File: src/rtl/timer_pkg.sv
// timer_pkg: shared constants and types for the 8-bit timer APB register block.
//   - Register addresses (decoded from paddr[2:0]; upper address bits must be 0)
//   - TCR bit positions and writable-bit mask
//   - Clock-select encoding for cks
//   - APB phase-tracking FSM state type
package timer_pkg;

  localparam logic [2:0] ADDR_TDR  = 3'd0;
  localparam logic [2:0] ADDR_TCR  = 3'd1;
  localparam logic [2:0] ADDR_TSR  = 3'd2;
  localparam logic [2:0] ADDR_TCNT = 3'd3;
  localparam logic [2:0] ADDR_TIER = 3'd4;

  // TCR layout: [7] LOAD (write-only strobe), [5] DN, [4] EN, [1:0] CKS.
  // Bits 6, 3 and 2 are reserved and read as 0.
  localparam int TCR_CKS_LSB = 0;
  localparam int TCR_EN      = 4;
  localparam int TCR_DN      = 5;
  localparam int TCR_LOAD    = 7;

  typedef enum logic [1:0] {
    CKS_DIV2  = 2'b00,
    CKS_DIV4  = 2'b01,
    CKS_DIV8  = 2'b10,
    CKS_DIV16 = 2'b11
  } cks_e;

  typedef enum logic {
    ST_IDLE   = 1'b0,
    ST_ACCESS = 1'b1
  } apb_state_e;

endpackage

File: src/rtl/timer_apb_fsm.sv
// timer_apb_fsm: APB3 phase tracker for the timer register block.
//
// Handshake: a transfer starts with a setup cycle (psel=1, penable=0) seen in
// IDLE, which moves the FSM to ACCESS. The following cycle is the access
// cycle; if psel and penable are both high there, pready is raised
// combinationally (zero wait states) and the transfer commits at the rising
// edge ending that cycle. ACCESS always returns to IDLE after one cycle, so a
// malformed access cycle is simply dropped. penable without a prior setup is
// ignored.
//
// Ports:
//   clk_i, rst_i     clock, synchronous active-high reset
//   psel_i           APB select
//   penable_i        APB access strobe
//   bad_access_i     current address/direction is an error access
//   setup_o          setup phase accepted this cycle (prdata capture strobe)
//   commit_o         transfer commits at the next rising edge
//   pready_o         APB pready
//   pslverr_o        APB pslverr (only ever high alongside pready)
//   state_o          current FSM state (debug)
module timer_apb_fsm
  import timer_pkg::*;
(
  input  logic       clk_i,
  input  logic       rst_i,
  input  logic       psel_i,
  input  logic       penable_i,
  input  logic       bad_access_i,
  output logic       setup_o,
  output logic       commit_o,
  output logic       pready_o,
  output logic       pslverr_o,
  output apb_state_e state_o
);

  apb_state_e state_q, state_d;

  always_ff @(posedge clk_i) begin
    if (rst_i) state_q <= ST_IDLE;
    else       state_q <= state_d;
  end

  always_comb begin
    state_d = state_q;
    case (state_q)
      ST_IDLE:   if (psel_i && !penable_i) state_d = ST_ACCESS;
      ST_ACCESS: state_d = ST_IDLE;
      default:   state_d = ST_IDLE;
    endcase
  end

  // Gating with reset keeps a reset during the access cycle from committing
  // or signalling completion.
  assign setup_o   = (state_q == ST_IDLE) && psel_i && !penable_i && !rst_i;
  assign commit_o  = (state_q == ST_ACCESS) && psel_i && penable_i && !rst_i;
  assign pready_o  = commit_o;
  assign pslverr_o = commit_o && bad_access_i;
  assign state_o   = state_q;

endmodule

File: src/rtl/timer_apb_regs.sv
// timer_apb_regs: APB3 responder and register file for the 8-bit timer.
//
// Registers: 0x00 TDR (RW), 0x01 TCR (RW, LOAD strobe in bit 7),
// 0x02 TSR (write-0-to-clear OVF/UDF flags), 0x03 TCNT (RO, live counter),
// 0x04 TIER (RW bits [1:0]). Addresses 0x05-0xFF read 0, writes ignored.
//
// Optional feature macro: TIMER_APB_PSLVERR_EN. When defined, pslverr is
// raised with pready for unmapped addresses and for writes to TCNT. When
// undefined, pslverr stays 0. Write data for such accesses is always dropped.
//
// Ports:
//   pclk, preset                 clock, synchronous active-high reset
//   psel, penable, pwrite,       APB3 request
//   paddr, pwdata
//   prdata, pready, pslverr      APB3 response
//   tdr, load, en, dn, cks       control to the counter core
//   cnt_in, ovf_evt, udf_evt     status from the counter core
//   irq                          registered timer interrupt
module timer_apb_regs
  import timer_pkg::*;
#(
  parameter int ADDR_W = 8,
  parameter int DATA_W = 8
) (
  input  logic              pclk,
  input  logic              preset,
  input  logic              psel,
  input  logic              penable,
  input  logic              pwrite,
  input  logic [ADDR_W-1:0] paddr,
  input  logic [DATA_W-1:0] pwdata,
  output logic [DATA_W-1:0] prdata,
  output logic              pready,
  output logic              pslverr,
  output logic [DATA_W-1:0] tdr,
  output logic              load,
  output logic              en,
  output logic              dn,
  output logic [1:0]        cks,
  input  logic [DATA_W-1:0] cnt_in,
  input  logic              ovf_evt,
  input  logic              udf_evt,
  output logic              irq
);

  logic [DATA_W-1:0] prdata_q, prdata_d;
  logic [DATA_W-1:0] tdr_q;
  logic              load_q;
  logic              en_q, dn_q;
  logic [1:0]        cks_q;
  logic [1:0]        tsr_q, tsr_d;
  logic [1:0]        tier_q;
  logic              irq_q;

  logic [2:0]        addr_lo;
  logic              upper_zero;
  logic              mapped;
  logic              bad_access;
  logic              setup;
  logic              commit;
  logic              wr_en;
  apb_state_e        fsm_state;

  assign addr_lo    = paddr[2:0];
  assign upper_zero = (paddr[ADDR_W-1:3] == '0);
  assign mapped     = upper_zero && (addr_lo <= ADDR_TIER);

`ifdef TIMER_APB_PSLVERR_EN
  assign bad_access = !mapped || (pwrite && addr_lo == ADDR_TCNT);
`else
  assign bad_access = 1'b0;
`endif

  timer_apb_fsm u_fsm (
    .clk_i        (pclk),
    .rst_i        (preset),
    .psel_i       (psel),
    .penable_i    (penable),
    .bad_access_i (bad_access),
    .setup_o      (setup),
    .commit_o     (commit),
    .pready_o     (pready),
    .pslverr_o    (pslverr),
    .state_o      (fsm_state)
  );

  // TCNT is read-only, so a write there falls through every register enable.
  assign wr_en = commit && pwrite && mapped;

  // Read data is captured at the setup edge and held through the access
  // cycle; any other cycle loads 0 so prdata is quiet outside transfers.
  always_comb begin
    prdata_d = '0;
    if (setup && mapped) begin
      case (addr_lo)
        ADDR_TDR:  prdata_d = tdr_q;
        ADDR_TCR:  prdata_d = {2'b00, dn_q, en_q, 2'b00, cks_q};
        ADDR_TSR:  prdata_d = {6'b0, tsr_q};
        ADDR_TCNT: prdata_d = cnt_in;
        ADDR_TIER: prdata_d = {6'b0, tier_q};
        default:   prdata_d = '0;
      endcase
    end
  end

  // A written 0 clears a flag; a core event in the same cycle wins.
  always_comb begin
    tsr_d = tsr_q;
    if (wr_en && addr_lo == ADDR_TSR) tsr_d = tsr_q & pwdata[1:0];
    tsr_d = tsr_d | {udf_evt, ovf_evt};
  end

  always_ff @(posedge pclk) begin
    if (preset) begin
      prdata_q <= '0;
      tdr_q    <= '0;
      load_q   <= 1'b0;
      en_q     <= 1'b0;
      dn_q     <= 1'b0;
      cks_q    <= 2'b00;
      tsr_q    <= 2'b00;
      tier_q   <= 2'b00;
      irq_q    <= 1'b0;
    end else begin
      prdata_q <= prdata_d;
      tsr_q    <= tsr_d;
      irq_q    <= |(tsr_q & tier_q);
      load_q   <= wr_en && (addr_lo == ADDR_TCR) && pwdata[TCR_LOAD];
      if (wr_en && addr_lo == ADDR_TDR) tdr_q <= pwdata;
      if (wr_en && addr_lo == ADDR_TCR) begin
        en_q  <= pwdata[TCR_EN];
        dn_q  <= pwdata[TCR_DN];
        cks_q <= pwdata[TCR_CKS_LSB +: 2];
      end
      if (wr_en && addr_lo == ADDR_TIER) tier_q <= pwdata[1:0];
    end
  end

  assign prdata = prdata_q;
  assign tdr    = tdr_q;
  assign load   = load_q;
  assign en     = en_q;
  assign dn     = dn_q;
  assign cks    = cks_q;
  assign irq    = irq_q;

endmodule
File: config.mk
export PLATFORM = sky130hd
export DESIGN_NAME = timer_apb_regs
export DESIGN_NICKNAME = d
export VERILOG_FILES = /design/src/rtl/timer_pkg.sv /design/src/rtl/timer_apb_fsm.sv /design/src/rtl/timer_apb_regs.sv
export SDC_FILE = /design/constraint.sdc
export NUM_CORES = 1
export LEC_CHECK = 0
export ABC_CLOCK_PERIOD_IN_PS = 3800
export CORE_ASPECT_RATIO = 1.2
export CORE_MARGIN = 4
export CORE_UTILIZATION = 45
export CTS_BUF_LIST = sky130_fd_sc_hd__clkbuf_16
export CTS_CLUSTER_DIAMETER = 80
export DETAILED_ROUTE_END_ITERATION = 10
export PLACE_DENSITY = 0.83
export SYNTH_ARGS = -nofsm -noshare
export SYNTH_HDL_FRONTEND = slang
export SYNTH_SLANG_ARGS = --single-unit
File: constraint.sdc
create_clock -name pclk -period 3.8 [get_ports pclk]
set_input_delay 0.57 -clock pclk [delete_from_list [all_inputs] [get_ports pclk]]
set_output_delay 0.57 -clock pclk [all_outputs]
set_load 0.01 [all_outputs]
==> flow_summary_export.csv, run 1 <==
group,metric,value,unit
run_status,status,"completed",
synth,netlist_area,1306,µm²
synth,synthArstFlopShare,0,
timing,finalClockSkew,0.001324,ns
synth,synth-edff-count,0,
critical_path,r2r-start,"u_fsm.state_o",
final_layout,drive_above_1_share,0.05028,
final_layout,seqCellArea,540.5,µm²
cts,clockRootBuffer,"clkbuf_16",
critical_path,crit_family,"buffers and inverters",
synth,ys_seq_area_frac,0.4138,
floorplan,die-area,3833,µm²
placement,gp_congestion,0.7803,
timing,rsz0062_at_grt,"false",
global_route,grtUsageTotal,0.1657,
synth,synth_area_per_cell,9.971,µm²
power_and_ir_drop,cellPowerDensity,304.9,nW/µm²
critical_path,cp_common_cell,"clkdlybuf4s50_1",
worst_hold_path,hold_path_class,"flip-flop to flip-flop",
critical_path,path_buf_inv,4,
final_layout,nFillCells,237,
critical_path,critPathLaunch,"preset",
floorplan,die_x,57.19,µm
cts,htreeDepth,1,
drt,routed_wl,3.164,mm
timing,fin_crit,2.834,ns
critical_path,critPathMaxFanout,28,
timing,worst_slew_pin_slew,0.6477,ns
critical_path,path_depth,5,
critical_path,worst-setup-path-type,"input port to output pin",
timing,hold_violations,0,
cts,clkSlewWorstSetupHoldPaths,0.06,ns
global_route,antenna_found_initial,0,
floorplan,rows,21,
placement,dp_slack,0.9819,ns
timing,drv_slew,0,
placement,hpwl,2.461,mm
timing,fin_ws,0.9656,ns
critical_path,crit_required,3.23,ns
synth,ys_warn_count,0,
cts,cts_hold_buf,0,
timing,slew_headroom,0.5570,
final_layout,layout_commonest_cell,"clkdlybuf4s50_1",
synth,syn_inst,131,
final_layout,final_cell_mix,"clkdlybuf4s50_1 (53), dfxtp_1 (27), nand2b_1 (23)",
critical_path,r2r_setup_slack,1.99,ns
floorplan,start_util,0.4690,
drt,drc,0,
global_route,grt.overflow.total,0,
drt,routedWlPerCell,14.85,µm
critical_path,cp.arrival,2.26,ns
critical_path,cp-endpoint,"pready",
run,maxCapViolations,0,
global_route,grt_pass1_wl,5.023,mm
floorplan,core-area,2785,µm²
critical_path,r2r-end,"prdata[0]",
global_route,grt_max_degree,29,
cts,cts_buffers,3,
placement,port_buffers,53,
drt,vias,1158,
power_and_ir_drop,p_leak,0.7096,nW
synth,synth-seq-cells,27,
drt,drtPass1Iterations,4,
critical_path,crit_path_start_kind,"input port",
cts,clock_path_buffers,2,
final_layout,multi_input_area,701.9,µm²
critical_path,rr_worst_depth,3,
cts,cts_resized,0,
synth,synth_flop_cell,"dfxtp_1",
final_layout,num-nets-final,211,
cts,cts_tree,"built",
critical_path,max_stage_delay,0.54,ns
cts,cts.sinks,27,
timing,fmax,352.8,MHz
critical_path,crit_chain,"clkdlybuf4s50_1, buf_4, nand4b_1, inv_1, clkdlybuf4s50_1",
synth,syn_nets,162,
floorplan,ioPinCount,55,
timing,setup_viol,0,
final_layout,area_growth,46.17,%
cts,cts_setup_buffers,0,
power_and_ir_drop,vdd_drop_max,0.2009,mV
timing,setup_tns,0,ns
critical_path,end_kind,"output pin",
cts,insertion_delay,0.25,ns
floorplan,dieHeight,67.02,µm
synth,synth_cell_types,29,
critical_path,cp_slowest_cell,"clkdlybuf4s50_1",
drt,vias_per_cell,5.437,
global_route,first_global_vias,1117,
final_layout,diodes,0,
drt,drt_iter0_drc,35,
drt,postRouteAntennaNets,0,
timing,finalCritPeriodShare,0.7459,
## synth_stat cells, types with 4 or more instances
| library cell | count | area (µm²) |
|---|---|---|
| dfxtp_1 | 27 | 540.5 |
| nand2b_1 | 23 | 143.9 |
| mux2i_1 | 18 | 180.2 |
| nor2_1 | 14 | 52.55 |
| a22oi_1 | 5 | 37.54 |
| clkbuf_1 | 5 | 18.77 |
| nand3b_1 | 4 | 30.03 |
## logic make-up after synthesis
| kind of cell | after synthesis | share of synthesized area |
|---|---|---|
| and+or+nand+nor | 59 | 0.3151 |
| DFF | 27 | 0.4138 |
| muxes | 18 | 0.1379 |
| AOI/OAI and AO/OA | 14 | 0.08142 |
| buffers and inverters | 12 | 0.04886 |
| other | 1 | 0.002871 |
## flip-flops by register name, summed over array words and instances (netlist names)
register and count:
tier_q 2, load 1, tdr 8, dn 1, u_fsm.state_o 1, cks 2, tsr_q 2, irq 1
en 1, prdata 8
## final cells by class
| class | instances | area share |
|---|---|---|
| inverters | 2 | 0.003932 |
| flip-flops and latches | 27 | 0.2831 |
| well taps | 34 | 0.02228 |
| clock buffers | 3 | 0.03932 |
| repair buffers | 54 | 0.2818 |
| multi-input cells | 92 | 0.3676 |
| clock inverters | 1 | 0.001966 |
## report_power, final
| part | leakage, nW | switching [mW] | internal, mW |
|---|---|---|---|
| clock network | 0.0423 | 0.0893 | 0.141 |
| registers | 0.218 | 0.00151 | 0.285 |
| logic | 0.449 | 0.0253 | 0.0407 |
## per-layer routing
metal / vias up / part of all wire / global-route usage
met5: - / 0 / 0
met4: 0 / 0.023 / 0.06087
met1: 555 / 0.40 / 0.1867
met3: 9 / 0.047 / 0.02713
li1: 556 / - / -
met2: 38 / 0.53 / 0.3086
## stage by stage
| step | area [µm²] | std cells | utilization | hold WS (ns) | power [mW] |
|---|---|---|---|---|---|
| 5_1_grt | 1909 | 213 | 0.6855 | 0.5227 | 0.6075 |
| 4_1_cts | 1909 | 213 | 0.6855 | 0.4933 | 0.5840 |
| 6_report | 1909 | 213 | 0.6855 | 0.4908 | 0.5822 |
| 2_1_floorplan | 1306 | 131 | - | 0.4651 | 0.3194 |
| 3_3_place_gp | 1831 | 209 | 0.6572 | 0.4775 | 0.3569 |
| 3_5_place_dp | 1831 | 209 | 0.6572 | 0.4846 | 0.3585 |
## worst min-delay path by stage
stage          cells past startpoint        end  slack, ns      start
6_report                           2     tdr[0]       0.49     tdr[0]
5_1_grt                            2     tdr[3]       0.52     tdr[3]
4_1_cts                            2     tdr[0]       0.49     tdr[0]
3_5_place_dp                       2     tdr[0]       0.48     tdr[0]
3_3_place_gp                       2         dn       0.48         dn
2_1_floorplan                      2  tier_q[1]       0.47  tier_q[1]
## tightest hold or removal path, cell delays in order (launching register included)
cell and delay [ns]:
dfxtp_1 0.32, nand2b_1 0.07, mux2i_1 0.06
Power figures use the tool's default switching activity.
==> run 2: changes to the inputs <==
ABC_CLOCK_PERIOD_IN_PS = 2850   (was 3800)
CORE_UTILIZATION = 42   (was 45)
PLACE_DENSITY = 0.78   (was 0.83)
clock period = 2.85 ns   (was 3.8 ns; I/O delays follow)
==> flow_summary_export.csv, run 2 (synthesis gave the netlist of run 1 again) <==
group,metric,value,unit
critical_path,crit_required,2.42,ns
floorplan,die-area,4070,µm²
cts,cts_setup_buffers,0,
critical_path,critPathMaxFanout,6,
drt,drc,0,
timing,worst_slew_pin_slew,0.6086,ns
global_route,grt_max_degree,27,
power_and_ir_drop,vdd_drop_max,0.3102,mV
final_layout,drive_above_1_share,0.06077,
critical_path,worst-setup-path-type,"input port to output pin",
drt,drt_iter0_drc,32,
cts,cts_resized,0,
drt,routed_wl,3.459,mm
final_layout,num-nets-final,213,
timing,slew_headroom,0.5838,
run,maxCapViolations,0,
timing,fin_crit,2.251,ns
global_route,first_global_vias,1230,
cts,htreeDepth,1,
worst_hold_path,hold_path_class,"flip-flop to flip-flop",
global_route,grtUsageTotal,0.1717,
power_and_ir_drop,p_total,0.7838,mW
run_status,status,"completed",
critical_path,crit_path_start_kind,"input port",
floorplan,start_util,0.4519,
cts,cts.sinks,27,
timing,fmax,444.3,MHz
cts,cts_buffers,3,
timing,finalCritPeriodShare,0.7897,
floorplan,core-area,2890,µm²
timing,drv_slew,0,
cts,clkSlewWorstSetupHoldPaths,0.06,ns
placement,dp_slack,0.4178,ns
timing,fin_ws,0.5993,ns
drt,vias,1159,
placement,dp.cells,211,
global_route,grt_pass1_wl,5.561,mm
timing,rsz0062_at_grt,"false",
placement,hpwl,2.673,mm
critical_path,end_kind,"output pin",
placement,placed_cell_area,1846,µm²
timing,hold_violations,0,
floorplan,dieHeight,69.09,µm
drt,postRouteAntennaNets,0,
cts,cts_hold_buf,0,
final_layout,layout_commonest_cell,"clkdlybuf4s50_1",
drt,drtPass1Iterations,4,
final_layout,fin_util,0.6658,
timing,finalClockSkew,0.002249,ns
cts,insertion_delay,0.26,ns
placement,gp_congestion,0.8101,
final_layout,area_growth,47.32,%
cts,clock_path_buffers,2,
final_layout,final_cell_mix,"clkdlybuf4s50_1 (53), dfxtp_1 (27), nand2b_1 (23)",
floorplan,rows,21,
global_route,antenna_found_initial,0,
critical_path,cp.arrival,1.82,ns
drt,routedWlPerCell,16.09,µm
final_layout,fin_cells,215,
drt,vias_per_cell,5.391,
power_and_ir_drop,p_leak,0.7186,nW
power_and_ir_drop,cellPowerDensity,407.3,nW/µm²
timing,setup_tns,0,ns
cts,cts_tree,"built",
final_layout,design_area,1924,µm²
floorplan,ioPinCount,55,
timing,timing.hold.ws,0.4960,ns
floorplan,die_x,58.91,µm
final_layout,diodes,0,
timing,setup_viol,0,
cts,clockRootBuffer,"clkbuf_16",
global_route,grt.overflow.total,0,
placement,port_buffers,53,
-- run 2: per-layer routing --
metal,part of all wire,routed length (µm),GRT usage
met1,0.40,1391,0.1820
met2,0.53,1824,0.3231
met3,0.055,191,0.03172
met4,0.015,51,0.05793
met5,0,0,0
-- run 2: path summary, 6_finish.rpt --
kind | from | end | slack (ns) | cells past startpoint
setup / recovery | preset | pready | 0.60 | 5
hold / removal | tdr[0] | tdr[0] | 0.50 | 2
setup reg to reg | u_fsm.state_o | prdata[0] | 1.07 | 3
hold reg to reg | tdr[0] | tdr[0] | 0.50 | 2
-- run 2: power by group --
group / internal (mW) / total (mW) / switching, mW
clock: 0.188 / 0.311 / 0.124
combinational: 0.0552 / 0.0902 / 0.0350
sequential: 0.380 / 0.382 / 0.00233
total: 0.623 / 0.784 / 0.161
-- run 2: cell type report --
type,instances,area [µm²]
clock buffers,3,75.07
clock inverters,1,3.754
fillers,248,965.9
inverters,2,7.507
multi-input cells,92,701.9
flip-flops and latches,27,540.5
well taps,34,42.54
repair buffers,56,553.0
-- run 2: worst max-delay path, cell delays in order --
cell and delay, ns:
clkdlybuf4s50_1 0.45, nand4b_1 0.19, buf_4 0.18, inv_1 0.06
clkdlybuf4s50_1 0.52
==> run 3: changes to the inputs <==
ABC_CLOCK_PERIOD_IN_PS = 2200   (was 2850)
clock period = 2.2 ns   (was 2.85 ns; I/O delays follow)
==> flow_summary_export.csv, run 3 (synthesis gave the netlist of run 1 again) <==
group,metric,value,unit
critical_path,end_kind,"output pin",
final_layout,num-nets-final,223,
drt,met2_length,1.694,mm
cts,htreeDepth,1,
timing,finalCritPeriodShare,0.8870,
global_route,first_global_vias,1217,
final_layout,nFillCells,250,
critical_path,cp_slowest_cell,"clkdlybuf4s50_1",
critical_path,max_stage_delay,0.53,ns
timing,rsz0062_at_grt,"false",
cts,clockRootBuffer,"clkbuf_16",
timing,setup_tns,0,ns
timing,timing.hold.ws,0.4898,ns
floorplan,dieHeight,69.09,µm
final_layout,drive_above_1_share,0.1152,
cts,cts_hold_buf,0,
cts,clkSlewWorstSetupHoldPaths,0.06,ns
drt,vias_per_cell,5.236,
power_and_ir_drop,vdd_drop_max,0.3031,mV
floorplan,die_x,58.91,µm
drt,routedWlPerCell,14.87,µm
critical_path,crit_required,1.87,ns
cts,cts_buffers,3,
timing,fmax,512.4,MHz
timing,finalClockSkew,0.003004,ns
global_route,grt_pass1_wl,5.520,mm
drt,routed_wl,3.346,mm
floorplan,core-area,2890,µm²
global_route,antenna_found_initial,0,
drt,vias,1178,
drt,met1_length,1.414,mm
power_and_ir_drop,p_total,1.023,mW
final_layout,diodes,0,
critical_path,crit_path_start_kind,"input port",
placement,port_buffers,53,
cts,cts_tree,"built",
drt,drc,0,
worst_hold_path,hold_path_class,"flip-flop to flip-flop",
drt,wl_met3,196,µm
placement,dp.cells,221,
placement,dp_slack,0.04162,ns
critical_path,crit_chain,"clkdlybuf4s50_1, nand4b_1, inv_1, clkdlybuf4s50_1",
floorplan,rows,21,
final_layout,area_growth,53.16,%
run_status,status,"completed",
timing,drv_slew,0,
floorplan,start_util,0.4519,
power_and_ir_drop,p_leak,0.7667,nW
cts,cts_setup_buffers,0,
critical_path,crit_family,"buffers and inverters",
placement,gp_congestion,0.8215,
cts,cts.sinks,27,
global_route,grtUsageTotal,0.1714,
drt,drtPass1Iterations,4,
global_route,grt.overflow.total,0,
critical_path,cp.arrival,1.62,ns
critical_path,worst-setup-path-type,"input port to output pin",
placement,hpwl,2.691,mm
final_layout,layout_commonest_cell,"clkdlybuf4s50_1",
floorplan,ioPinCount,55,
final_layout,final_cell_mix,"clkdlybuf4s50_1 (53), dfxtp_1 (27), nand2b_1 (23)",
drt,routed.top_layer,"met4",
final_layout,fin_cells,225,
drt,postRouteAntennaNets,0,
run,maxCapViolations,0,
timing,fin_ws,0.2485,ns
floorplan,die-area,4070,µm²
cts,insertion_delay,0.26,ns
critical_path,path_buf_inv,3,
cts,clock_path_buffers,2,
global_route,grt_max_degree,19,
drt,drt_iter0_drc,39,
cts,cts_resized,0,
timing,setup_viol,0,
timing,fin_crit,1.951,ns
power_and_ir_drop,cellPowerDensity,511.4,nW/µm²
critical_path,cp_common_cell,"clkdlybuf4s50_1",
timing,hold_violations,0,
critical_path,critPathMaxFanout,4,
## run 3: tightest hold or removal path, stage by stage, from the launching register on
cell and delay, ns:
dfxtp_1 0.32, nand2b_1 0.07, mux2i_1 0.06
## run 3: power breakdown
part / leakage [nW] / switching [mW] / total [mW] / internal [mW]
Sequential: 0.218 / 0.00293 / 0.495 / 0.492
Combinational: 0.508 / 0.0459 / 0.123 / 0.0771
Clock: 0.0409 / 0.160 / 0.405 / 0.245
Total: 0.767 / 0.209 / 1.02 / 0.814
## run 3: path summary, 6_finish.rpt
| check | startpoint | endpoint | slack (ns) | cells past startpoint |
|---|---|---|---|---|
| max | preset | pready | 0.25 | 4 |
| min | tdr[0] | tdr[0] | 0.49 | 2 |
| max reg2reg | u_fsm.state_o | prdata[0] | 0.47 | 4 |
| min reg2reg | tdr[0] | tdr[0] | 0.49 | 2 |
## run 3: metal layers
layer	vias up	global-route usage
met4	0	0.05793
met5	-	0
met1	552	0.1984
met2	37	0.3096
met3	4	0.02425
li1	585	-
## run 3: cell type report
cell class	instances	area (µm²)	share of cell area
multi-input cells	92	701.9	0.3508
clock buffers	3	75.07	0.03752
flip-flops and latches	27	540.5	0.2702
clock inverters	1	5.005	0.002502
repair buffers	66	628.1	0.3139
well taps	34	42.54	0.02126
inverters	2	7.507	0.003752
## run 3: stage by stage
stage	util	instance area, µm²
6_report	0.6922	2001
5_1_grt	0.6922	2001
4_1_cts	0.6922	2001
3_5_place_dp	0.6645	1921
3_3_place_gp	0.6645	1921
2_1_floorplan	-	1306
